## config.mk

```make
export PLATFORM = sky130hd
export DESIGN_NAME = detector_decenas
export DESIGN_NICKNAME = d
export VERILOG_FILES = /design/src/rtl/detector_decenas.sv
export SDC_FILE = /design/constraint.sdc
export NUM_CORES = 1
export LEC_CHECK = 0
export ABC_AREA = 1
export CAP_MARGIN = 20
export CORE_AREA = 2 2 39 41
export DETAILED_ROUTE_END_ITERATION = 10
export DIE_AREA = 0 0 41 43
export SLEW_MARGIN = 30
export SYNTH_ARGS = -nofsm -noshare
export SYNTH_HDL_FRONTEND = slang
export SYNTH_SLANG_ARGS = --single-unit
```

## constraint.sdc

```tcl
create_clock -name clk -period 1.7 [get_ports clk]
set_input_delay 0.34 -clock clk [delete_from_list [all_inputs] [get_ports clk]]
set_output_delay 0.34 -clock clk [all_outputs]
set_load 0.005 [all_outputs]
```

## src/rtl/detector_decenas.sv

```systemverilog
// Splits a 4-bit binary value into a registered two-digit BCD pair:
// tens flag d and units digit u, with one cycle of latency.
module detector_decenas (
   input  logic       clk,
   input  logic       rst,
   input  logic [3:0] in,
   output logic       d,
   output logic [3:0] u
);

   logic       d_d, d_q;
   logic [3:0] u_d, u_q;

   // 0..15 spans at most one ten, so a single conditional subtract yields mod 10.
   always_comb begin
      d_d = (in >= 4'd10);
      u_d = in;
      if (d_d) begin
         u_d = in - 4'd10;
      end
   end

   always_ff @(posedge clk) begin
      if (rst) begin
         d_q <= 1'b0;
         u_q <= 4'd0;
      end else begin
         d_q <= d_d;
         u_q <= u_d;
      end
   end

   assign d = d_q;
   assign u = u_q;

endmodule

```

==> flow_summary.ini <==
[timing]
setup_ws_ps = 342
layout_min_cycle_time_ps = 1360
slew_headroom_pct = 87.2
setup_tns_ps = 0
setup_viol = 0
hold_viol_final = 0
fmax_ghz = 0.736
slew_violations = 0
fin_crit_sh_pct = 79.9
rsz0062_at_grt = false
worst_pin_slew_ps = 191

[finish]
drive_above_1_share_pct = 10.5
final_nets = 46
area_growth_pct = 79.1
final_common_cell = clkdlybuf4s50_1
nFillCells = 167
diodes = 0
final_area_um2 = 332
postLayoutCoreUtil_pct = 24.0
mostFrequentLayoutCells = clkdlybuf4s50_1, nor2_1, nand2_1, dfxtp_1, inv_1

[yosys]
synth_top_family_by_area = simple AND/OR/NAND/NOR gates
synthSimpleGateAreaFrac_pct = 25.7
ys_top_cells_by_area = dfxtp_1, nor2_1, nand2_1
ys_ff_latch = 5
synth_fp_nets = 31
syn_area_um2 = 185
seq_area_frac_synth_pct = 54.1
synth_warnings = 0
synth.distinct_cells = 7
synth_xor_area_share_pct = 0
synthMuxAreaShare_pct = 0
synth_compound_area_share_pct = 5.41
synth_top_area_share_pct = 54.1
avgSynthCellArea_um2 = 7.72
synth-adder-area-share_pct = 6.76
netlist_instances = 24
yosysTopAreaCell = dfxtp_1

[grt]
grt-busiest-layer = met4
antenna_found_initial = 0
first_global_vias = 185
met1_usage_pct = 4.19
grt_max_degree = 6
use_met2_pct = 7.50
grt_remaining_overflow = 0
gr-usage-all-layers_pct = 5.53
met3_usage_pct = 0
grt_pass1_wl_um = 565

[clock_network]
cts.repair.resized = 0
clockBufferDepth = 2
cts_sinks = 5
clkSlewWorstSetupHoldPaths_ps = 40
cts_hold_buffers = 0
postCtsSetupRepairBufs = 0
cts_buffers = 3
cts_tree = yes
cts_root_buf = clkbuf_4
h-tree-depth = 1

[pwr]
ir_drop_uv = 146
p_per_area_nw_per_um2 = 906
p_leak_uw = 0.000153

[placed_design]
place_ws_ps = 174
placed_area_um2 = 305
gp_congestion = 0.641
port_buffers = 10
dp_hpwl_um = 256

[run]
drv_cap = 0

[floorplanning]
initial_core_util_pct = 13.4
die_h_um = 43
core-area_um2 = 1380
num_rows = 14
dieArea_um2 = 1760
die_x_um = 41
io_pins = 11

[drt]
viasPerCell = 3.43
drc = 0
dr.pass1.iters = 1
antenna_left = 0
num_vias = 185
first_iter_violations = 0
post_drt_wl_per_cell_um = 5.87
wl_um = 317

[hold_path]
min_path_type = in2reg

[setup_path]
crit_path_end_kind = output port
startpoint_type = flip-flop
critPathTopFamily = buffers and inverters
crit_chain = clkdlybuf4s50_1
path_max_fanout = 1
path_class = reg2out
critPathBufInv = 1
critPathArrivalTime_ps = 1020
cpMaxStageDelayCell = clkdlybuf4s50_1
cp_data_required_time_ps = 1360
slowest_delay_ps = 490

[run_status]
status = finished, final reports clean
==> state kept, by name, indices dropped and copies added, names as in the netlist <==
signal  count
d           1
u           4
==> final cells by class <==
| cell class | instances | area [µm²] | share of cell area, % |
|---|---|---|---|
| Sequential cell | 5 | 100 | 30.2 |
| Timing Repair Buffer | 10 | 100 | 30.2 |
| Tap cell | 16 | 20.0 | 6.04 |
| Inverter | 4 | 15.0 | 4.53 |
| Multi-Input combinational cell | 15 | 70.1 | 21.1 |
| Clock buffer | 4 | 26.3 | 7.92 |
==> worst paths after layout <==
kind / depth (start not counted) / startpoint / endpoint / slack, ps
min: 3 / in[0] / u[0]$_SDFF_PP0_ / 630
max: 1 / u[3]$_SDFF_PP0_ / u[3] / 340
==> layer usage <==
metal	vias to the layer above	share of wire, %
li1	100	-
met1	73	44
met2	10	44
met3	2	7.9
met4	0	3.5
met5	-	0
==> where the power goes <==
group	total [µW]	internal [µW]	switching (µW)
registers	126	125	1.37
clock network	131	88.4	42.9
logic	43.2	27.2	16.0
==> cells in the mapped netlist <==
library cell,instances
a21oi_1,2
inv_1,4
ha_1,1
nor2_1,6
nand2_1,5
dfxtp_1,5
nor2_2,1
==> logic make-up (layout without fill, tap and decap cells) <==
kind of cell / after synthesis / in the layout
compound gates: 2 / 2
fa+ha+maj: 1 / 1
buf+inv: 4 / 18
flops: 5 / 5
simple gates: 12 / 12
==> metrics by stage <==
| step | std cells | power [µW] | hold WS, ps |
|---|---|---|---|
| finish | 54 | 300 | 629 |
| global route | 54 | 322 | 638 |
| CTS | 54 | 309 | 628 |
| global placement | 50 | 171 | 869 |
| detailed placement | 50 | 172 | 879 |
| floorplan | 24 | 142 | 411 |
Power figures use the tool's default switching activity.
